===== src/rtl/facelet_sampler_if.sv =====
// Bundles the facelet sampler's control, pixel-stream and read-port signals.
// slave is the sampler side; master is the driver/consumer side.
`timescale 1ns / 1ps

interface facelet_sampler_if #(
  parameter int unsigned CW    = 8,
  parameter int unsigned IDX_W = 4
);
  logic          Execute;
  logic [9:0]    X_in;
  logic [9:0]    Y_in;
  logic [9:0]    CubeS;
  logic [9:0]    DrawX;
  logic [9:0]    DrawY;
  logic          Pixel_valid;
  logic          Frame_start;
  logic [CW-1:0] R_in;
  logic [CW-1:0] G_in;
  logic [CW-1:0] B_in;
  logic [IDX_W-1:0] Rd_idx;
  logic [CW-1:0] Rd_R;
  logic [CW-1:0] Rd_G;
  logic [CW-1:0] Rd_B;
  logic          Busy;
  logic          Done;
  logic          Cfg_err;
  logic          Hit;

  modport slave (
    input  Execute, X_in, Y_in, CubeS, DrawX, DrawY, Pixel_valid, Frame_start,
    input  R_in, G_in, B_in, Rd_idx,
    output Rd_R, Rd_G, Rd_B, Busy, Done, Cfg_err, Hit
  );

  modport master (
    output Execute, X_in, Y_in, CubeS, DrawX, DrawY, Pixel_valid, Frame_start,
    output R_in, G_in, B_in, Rd_idx,
    input  Rd_R, Rd_G, Rd_B, Busy, Done, Cfg_err, Hit
  );
endinterface


===== src/rtl/facelet_sampler.sv =====
// Averages RGB over a WIN x WIN window at the centre of each cell of a GRID x GRID
// cube face during one captured frame; results are read back through a registered port.
`timescale 1ns / 1ps

module facelet_sampler #(
  parameter int unsigned GRID     = 3,
  parameter int unsigned WIN_LOG2 = 2,
  parameter int unsigned CW       = 8,
  parameter int unsigned IDX_W    = 4
) (
  input logic               Clk,
  input logic               Reset_n,
  facelet_sampler_if.slave  bus
);
  localparam int unsigned NCell = GRID * GRID;
  localparam int unsigned Win   = 1 << WIN_LOG2;
  localparam int unsigned AW    = CW + 2 * WIN_LOG2;

  typedef enum logic [1:0] {StIdle, StWaitFrame, StCapture, StDone} state_e;
  state_e state_q, state_d;

  logic [9:0]    x_q, y_q, s_q;
  logic [AW-1:0] acc_r_q [NCell];
  logic [AW-1:0] acc_g_q [NCell];
  logic [AW-1:0] acc_b_q [NCell];
  logic [CW-1:0] res_r_q [NCell];
  logic [CW-1:0] res_g_q [NCell];
  logic [CW-1:0] res_b_q [NCell];
  logic [CW-1:0] rd_r_q, rd_g_q, rd_b_q;
  logic [CW-1:0] rd_r_d, rd_g_d, rd_b_d;
  logic          cfg_err_q, hit_q, armed_q;

  logic          exec_ok, exec_bad, acc_en;
  logic [11:0]   off, x_lo, y_lo, px, py;
  logic [NCell-1:0] in_win;

  always_comb begin
    exec_ok  = (state_q == StIdle) && bus.Execute && (bus.CubeS >= 10'(Win));
    exec_bad = (state_q == StIdle) && bus.Execute && (bus.CubeS < 10'(Win));
    // A pixel arriving with the closing Frame_start belongs to the next frame.
    acc_en   = (state_q == StCapture) && bus.Pixel_valid && !bus.Frame_start;
  end

  always_comb begin
    state_d = state_q;
    unique case (state_q)
      StIdle:      if (exec_ok) state_d = StWaitFrame;
      StWaitFrame: if (bus.Frame_start) state_d = StCapture;
      StCapture:   if (bus.Frame_start) state_d = StDone;
      StDone:      state_d = StIdle;
      default:     state_d = StIdle;
    endcase
  end

  // 12-bit window bounds so far-off grids cannot wrap back onto the screen.
  always_comb begin
    off    = 12'(s_q >> 1) - 12'(Win >> 1);
    px     = {2'b00, bus.DrawX};
    py     = {2'b00, bus.DrawY};
    in_win = '0;
    x_lo   = '0;
    y_lo   = '0;
    for (int r = 0; r < GRID; r++) begin
      for (int c = 0; c < GRID; c++) begin
        x_lo = {2'b00, x_q} + 12'(c) * {2'b00, s_q} + off;
        y_lo = {2'b00, y_q} + 12'(r) * {2'b00, s_q} + off;
        in_win[r*GRID+c] = (px >= x_lo) && (px < x_lo + 12'(Win)) &&
                           (py >= y_lo) && (py < y_lo + 12'(Win));
      end
    end
  end

  always_comb begin
    rd_r_d = '0;
    rd_g_d = '0;
    rd_b_d = '0;
    for (int k = 0; k < NCell; k++) begin
      if (bus.Rd_idx == IDX_W'(k)) begin
        rd_r_d = res_r_q[k];
        rd_g_d = res_g_q[k];
        rd_b_d = res_b_q[k];
      end
    end
  end

  always_ff @(posedge Clk or negedge Reset_n) begin
    if (!Reset_n) begin
      state_q   <= StIdle;
      x_q       <= '0;
      y_q       <= '0;
      s_q       <= '0;
      cfg_err_q <= 1'b0;
      armed_q   <= 1'b0;
      hit_q     <= 1'b0;
      rd_r_q    <= '0;
      rd_g_q    <= '0;
      rd_b_q    <= '0;
    end else begin
      state_q <= state_d;
      if (exec_ok) begin
        x_q       <= bus.X_in;
        y_q       <= bus.Y_in;
        s_q       <= bus.CubeS;
        cfg_err_q <= 1'b0;
        armed_q   <= 1'b1;
      end else if (exec_bad) begin
        cfg_err_q <= 1'b1;
      end
      hit_q  <= armed_q && bus.Pixel_valid && (|in_win);
      rd_r_q <= rd_r_d;
      rd_g_q <= rd_g_d;
      rd_b_q <= rd_b_d;
    end
  end

  always_ff @(posedge Clk or negedge Reset_n) begin
    if (!Reset_n) begin
      for (int k = 0; k < NCell; k++) begin
        acc_r_q[k] <= '0;
        acc_g_q[k] <= '0;
        acc_b_q[k] <= '0;
        res_r_q[k] <= '0;
        res_g_q[k] <= '0;
        res_b_q[k] <= '0;
      end
    end else begin
      for (int k = 0; k < NCell; k++) begin
        if (exec_ok) begin
          acc_r_q[k] <= '0;
          acc_g_q[k] <= '0;
          acc_b_q[k] <= '0;
        end else if (acc_en && in_win[k]) begin
          acc_r_q[k] <= acc_r_q[k] + AW'(bus.R_in);
          acc_g_q[k] <= acc_g_q[k] + AW'(bus.G_in);
          acc_b_q[k] <= acc_b_q[k] + AW'(bus.B_in);
        end
        // Divide by the fixed window area, even for partly visited windows.
        if (state_q == StDone) begin
          res_r_q[k] <= acc_r_q[k][AW-1:2*WIN_LOG2];
          res_g_q[k] <= acc_g_q[k][AW-1:2*WIN_LOG2];
          res_b_q[k] <= acc_b_q[k][AW-1:2*WIN_LOG2];
        end
      end
    end
  end

  assign bus.Rd_R    = rd_r_q;
  assign bus.Rd_G    = rd_g_q;
  assign bus.Rd_B    = rd_b_q;
  assign bus.Busy    = (state_q == StWaitFrame) || (state_q == StCapture);
  assign bus.Done    = (state_q == StDone);
  assign bus.Cfg_err = cfg_err_q;
  assign bus.Hit     = hit_q;

endmodule


===== src/flat_wrapper.sv =====
// flat-port wrapper written by rule: the top's interface ports become plain ports
module facelet_sampler_flat 
#(
  parameter int unsigned GRID     = 3,
  parameter int unsigned WIN_LOG2 = 2,
  parameter int unsigned CW       = 8,
  parameter int unsigned IDX_W    = 4
)
  (Clk, Reset_n, bus_Execute, bus_X_in, bus_Y_in, bus_CubeS, bus_DrawX, bus_DrawY, bus_Pixel_valid, bus_Frame_start, bus_R_in, bus_G_in, bus_B_in, bus_Rd_idx, bus_Rd_R, bus_Rd_G, bus_Rd_B, bus_Busy, bus_Done, bus_Cfg_err, bus_Hit);
  facelet_sampler_if #(.CW(CW), .IDX_W(IDX_W)) bus_i ();
  input logic Clk;
  input logic Reset_n;
  input wire logic [$bits(bus_i.Execute)-1:0] bus_Execute;
  input wire logic [$bits(bus_i.X_in)-1:0] bus_X_in;
  input wire logic [$bits(bus_i.Y_in)-1:0] bus_Y_in;
  input wire logic [$bits(bus_i.CubeS)-1:0] bus_CubeS;
  input wire logic [$bits(bus_i.DrawX)-1:0] bus_DrawX;
  input wire logic [$bits(bus_i.DrawY)-1:0] bus_DrawY;
  input wire logic [$bits(bus_i.Pixel_valid)-1:0] bus_Pixel_valid;
  input wire logic [$bits(bus_i.Frame_start)-1:0] bus_Frame_start;
  input wire logic [$bits(bus_i.R_in)-1:0] bus_R_in;
  input wire logic [$bits(bus_i.G_in)-1:0] bus_G_in;
  input wire logic [$bits(bus_i.B_in)-1:0] bus_B_in;
  input wire logic [$bits(bus_i.Rd_idx)-1:0] bus_Rd_idx;
  output wire logic [$bits(bus_i.Rd_R)-1:0] bus_Rd_R;
  output wire logic [$bits(bus_i.Rd_G)-1:0] bus_Rd_G;
  output wire logic [$bits(bus_i.Rd_B)-1:0] bus_Rd_B;
  output wire logic [$bits(bus_i.Busy)-1:0] bus_Busy;
  output wire logic [$bits(bus_i.Done)-1:0] bus_Done;
  output wire logic [$bits(bus_i.Cfg_err)-1:0] bus_Cfg_err;
  output wire logic [$bits(bus_i.Hit)-1:0] bus_Hit;
  assign bus_i.Execute = bus_Execute;
  assign bus_i.X_in = bus_X_in;
  assign bus_i.Y_in = bus_Y_in;
  assign bus_i.CubeS = bus_CubeS;
  assign bus_i.DrawX = bus_DrawX;
  assign bus_i.DrawY = bus_DrawY;
  assign bus_i.Pixel_valid = bus_Pixel_valid;
  assign bus_i.Frame_start = bus_Frame_start;
  assign bus_i.R_in = bus_R_in;
  assign bus_i.G_in = bus_G_in;
  assign bus_i.B_in = bus_B_in;
  assign bus_i.Rd_idx = bus_Rd_idx;
  assign bus_Rd_R = bus_i.Rd_R;
  assign bus_Rd_G = bus_i.Rd_G;
  assign bus_Rd_B = bus_i.Rd_B;
  assign bus_Busy = bus_i.Busy;
  assign bus_Done = bus_i.Done;
  assign bus_Cfg_err = bus_i.Cfg_err;
  assign bus_Hit = bus_i.Hit;
  facelet_sampler #(.GRID(GRID), .WIN_LOG2(WIN_LOG2), .CW(CW), .IDX_W(IDX_W)) u_core (.Clk(Clk), .Reset_n(Reset_n), .bus(bus_i));
endmodule

===== config.mk =====
export PLATFORM = sky130hd
export DESIGN_NAME = facelet_sampler_flat
export DESIGN_NICKNAME = d
export VERILOG_FILES = /design/src/rtl/facelet_sampler_if.sv /design/src/rtl/facelet_sampler.sv /design/src/flat_wrapper.sv
export SDC_FILE = /design/constraint.sdc
export NUM_CORES = 2
export LEC_CHECK = 0
export CORE_MARGIN = 2
export CORE_UTILIZATION = 35
export CTS_CLUSTER_SIZE = 20
export DETAILED_ROUTE_END_ITERATION = 8
export GPL_ROUTABILITY_DRIVEN = 0
export SLEW_MARGIN = 20
export SYNTH_ARGS = -nofsm -noshare
export SYNTH_HDL_FRONTEND = slang
export SYNTH_SLANG_ARGS = --single-unit

===== constraint.sdc =====
create_clock -name Clk -period 6 [get_ports Clk]
set_clock_uncertainty 0.15 [all_clocks]
set_input_delay 0.9 -clock Clk [delete_from_list [all_inputs] [get_ports Clk]]
set_output_delay 0.9 -clock Clk [all_outputs]
set_load 0.1 [all_outputs]

==> flow_metrics.py <==
metrics = {
    "logic_synthesis": {
        "synthFlopType": "dfrtp_1",
        "syn_inst": 4179,
        "synth_seq_cells": 599,
        "ys_seq_area_share_pct": 36.59,
        "synth_compound_gate_area_share_pct": 17.91,
        "synth_xor_area_share_pct": 4.469,
        "avgSynthCellArea_sq_um": 9.802,
        "yosysWarningCount": 0,
        "yosys.area_share.simple_pct": 12.57,
        "synth_nets": 4734,
        "synth_area_leaders": "dfrtp_1 37%, ha_1 13%, mux2_2 6.1%, a21oi_1 3.8%, xnor2_1 3.2%",
        "async_flop_share_pct": 100.0,
        "synthAdderAreaFrac_pct": 15.32,
        "synth.top_cell.area_share_pct": 36.59,
        "syn_area_sq_um": 40960,
        "synth_top_family_by_area": "compound AO/OA/AOI/OAI gates",
        "yosys.area.top_type": "dfrtp_1",
        "yosys-mux-area-fraction_pct": 8.862,
        "synth-edff-count": 0,
        "synthDistinctLibCells": 98,
    },
    "critical_path": {
        "r2r_cells": 18,
        "path_class": "reg2reg",
        "cp.required_ns": 6.39,
        "arrival_ns": 6.25,
        "critPathCaptureType": "flip-flop",
        "cp-start-kind": "flip-flop",
        "cp_max_fo": 14,
        "r2r-end": "u_core.acc_b_q[107]",
        "r2r_start": "u_core.s_q[5]",
        "reg2reg_slack_ns": 0.14,
    },
    "job": {
        "drv_cap": 0,
    },
    "sta": {
        "max_clock_freq_mhz": 170.6,
        "slew_violations": 0,
        "worst_slew_pin_slew_ns": 1.060,
        "setup_viol": 0,
        "fin_crit_ns": 5.861,
        "relSlewSlack_pct": 29.08,
        "final.setup.worst_slack_ns": 0.1385,
        "hold_viol": 2,
        "fin_crit_sh_pct": 97.69,
        "fin_hold_ws_ns": -0.003184,
    },
    "grt": {
        "grt_pass1_vias": 32116,
        "grt.overflow.total": 0,
        "antenna_found_initial": 2,
        "grt_usage_pct": 19.95,
        "grt_max_degree": 126,
        "grt_pass1_wl_um": 188600,
    },
    "die": {
        "num_io_pins": 111,
        "start_util_pct": 35.25,
        "die_x_um": 346.1,
        "fp.coreArea_sq_um": 116200,
        "num_rows": 125,
        "design.die.area_sq_um": 119800,
        "fp.dieH_um": 346.1,
    },
    "cells_and_area": {
        "nets": 4929,
        "drive_above_1_share_pct": 14.02,
        "area_growth_pct": 16.33,
    },
    "route": {
        "vias": 32783,
        "via_per_inst": 5.507,
        "drtIter0Drc": 2600,
        "ant_nets": 0,
        "avgRoutedWirePerCell_um": 20.43,
        "drt_pass1_iterations": 8,
        "routed_wl_um": 121600,
        "drc": 0,
    },
    "clock_tree": {
        "cts.sinks": 599,
        "h-tree-depth": 3,
        "clk_pin_slew_worst_paths_ns": 0.06,
        "cts-buffers-inserted": 72,
        "clock_latency_ns": 0.64,
        "cts_tree": "done",
        "cts.hold.buffers_added": 0,
        "clk_path_buf_depth": 3,
        "cts-root-buf": "clkbuf_16",
    },
    "placed_design": {
        "hpwl_um": 86500,
        "place_ws_ns": -0.1120,
        "numPortBuffers": 110,
    },
    "worst_hold_path": {
        "hold_class": "in2async",
    },
    "status": {
        "violations": "hold timing",
        "outcome": "complete, but fails checks",
    },
}
sequential cells by signal, indices dropped and copies added, names as in the netlist, 10 cells and up:
register / flops
u_core.res_r_q: 72
u_core.acc_r_q: 108
u_core.acc_g_q: 108
u_core.res_g_q: 72
u_core.res_b_q: 72
u_core.y_q: 10
u_core.acc_b_q: 108
u_core.x_q: 10
u_core.s_q: 10
stage by stage:
step           cells  hold slack (ns)  instance area, sq um  util, %  setup TNS (ns)
2_1_floorplan   4179           0.2850                 40970        -               0
3_3_place_gp    5812           0.3155                 44750    38.51        -0.02250
5_1_grt         5952         0.001888                 47650    41.00        -0.09815
4_1_cts         5941           0.2770                 47240    40.65               0
3_5_place_dp    5812           0.3149                 44750    38.51          -1.111
6_report        5953        -0.003184                 47650    41.00               0
layout make-up:
cell class                 count  area, sq um
antenna                        1        2.502
clock buffer                 102         2077
clock inverter                26        397.9
fill                       11233        68560
inverter                     292         1099
multi-input combinational   3137        24580
sequential                   599        14990
tap                         1524         1907
timing repair buffer         272         2596
per-layer routing:
layer	part of all wire (%)	track usage, %	vias up	wire length (um)
met5	0.0090	0	-	11
met4	3.0	6.114	2	3649
met3	5.1	2.525	191	6189
met2	45	32.07	811	55060
met1	47	27.92	16197	56730
li1	-	-	15582	-
layout by cell type, fill, tap and decap left out, types with 15 or more instances in the layout:
| master | n |
|---|---|
| a31o_2 | 16 |
| o22ai_1 | 19 |
| o211ai_1 | 24 |
| nor4_1 | 19 |
| inv_1 | 290 |
| clkdlybuf4s50_1 | 109 |
| buf_4 | 139 |
| dfrtp_1 | 599 |
| a21o_1 | 111 |
| o41ai_1 | 19 |
| mux2_2 | 221 |
| o21bai_1 | 35 |
| o21a_1 | 58 |
| or3_1 | 55 |
| nand2_1 | 258 |
| or4_1 | 19 |
| nor3_1 | 33 |
| fa_1 | 48 |
| ha_1 | 420 |
| nand3_1 | 95 |
| a22oi_1 | 17 |
| nand2b_1 | 53 |
| a222oi_1 | 60 |
| xnor2_1 | 147 |
| clkbuf_1 | 16 |
| and3_1 | 15 |
| clkbuf_16 | 75 |
| mux2i_1 | 114 |
| a21oi_1 | 308 |
| a211oi_1 | 32 |
| o21ai_0 | 224 |
| nor2b_1 | 65 |
| buf_12 | 18 |
| a21boi_0 | 15 |
| xor2_1 | 58 |
| o31ai_1 | 26 |
| nor2_1 | 260 |
| nand4_1 | 33 |
| or2_2 | 16 |
cell families (layout without fill, tap and decap cells):
| family | count (synthesis) | in the layout |
|---|---|---|
| AO/OA/AOI/OAI | 1098 | 1098 |
| AND/OR/NAND/NOR | 1023 | 1023 |
| flip-flops | 599 | 599 |
| adder cells (fa/ha/maj) | 472 | 472 |
| buffers and inverters | 443 | 692 |
| multiplexers | 335 | 335 |
| XOR/XNOR | 209 | 209 |
| other | 0 | 1 |
worst max-delay path, stage by stage (launching register included):
cell	delay [ns]
dfrtp_1	0.52
nor3_4	0.27
nand2_1	0.14
xnor2_1	0.24
buf_4	0.20
ha_1	0.24
or3_1	0.49
a211oi_1	0.29
o21ai_0	0.19
xnor2_1	0.46
xor2_1	0.20
ha_1	0.26
and4_1	0.18
a221oi_1	0.49
o211a_2	0.42
o2111ai_1	0.22
buf_4	0.28
or3_1	0.35
a21oi_1	0.15
worst max-delay path by stage:
| stage | start | end | slack (ns) | cells past startpoint |
|---|---|---|---|---|
| 4_1_cts | u_core.s_q[0] | u_core.acc_r_q[93] | 0.009 | 25 |
| 3_5_place_dp | u_core.s_q[1] | u_core.acc_r_q[20] | -0.11 | 24 |
| 3_3_place_gp | u_core.s_q[2] | u_core.acc_r_q[22] | -0.02 | 22 |
| 6_report | u_core.s_q[5] | u_core.acc_b_q[107] | 0.14 | 18 |
| 5_1_grt | u_core.s_q[1] | u_core.acc_r_q[59] | -0.04 | 25 |
| 2_1_floorplan | u_core.s_q[2] | u_core.acc_r_q[10] | 0.05 | 23 |
timing repair:
item,4_1_cts,5_1_grt
setup endpoints to repair,40,279
pin swaps,1,9
resized for setup,3,53
cloned,0,1
buffers inserted,1,9
Yosys cell counts, types with 12 or more instances:
master / instances
mux2i_1: 114
ha_1: 423
xnor2_1: 148
or3_1: 55
o211ai_1: 24
o21a_1: 59
fa_1: 49
nand4_1: 33
and2_1: 14
clkbuf_1: 108
a22oi_1: 17
o31ai_1: 27
a222oi_1: 60
nor2b_1: 65
nand2b_1: 54
o22ai_1: 19
a211oi_1: 36
inv_1: 291
o21bai_1: 35
nor2_1: 265
and3_1: 17
a211o_1: 12
a21boi_0: 15
a21o_1: 111
dfrtp_1: 599
nor4_1: 25
or4_1: 19
nor3_1: 40
buf_2: 27
nand3_1: 97
a31o_2: 16
o41ai_1: 21
xor2_1: 61
or2_2: 16
nand2_1: 258
o21ai_0: 227
a21oi_1: 312
mux2_2: 221
Power is left out: the tool's default activity adds up to more than one toggle a clock period on the data nets, which glitch-free logic cannot reach.
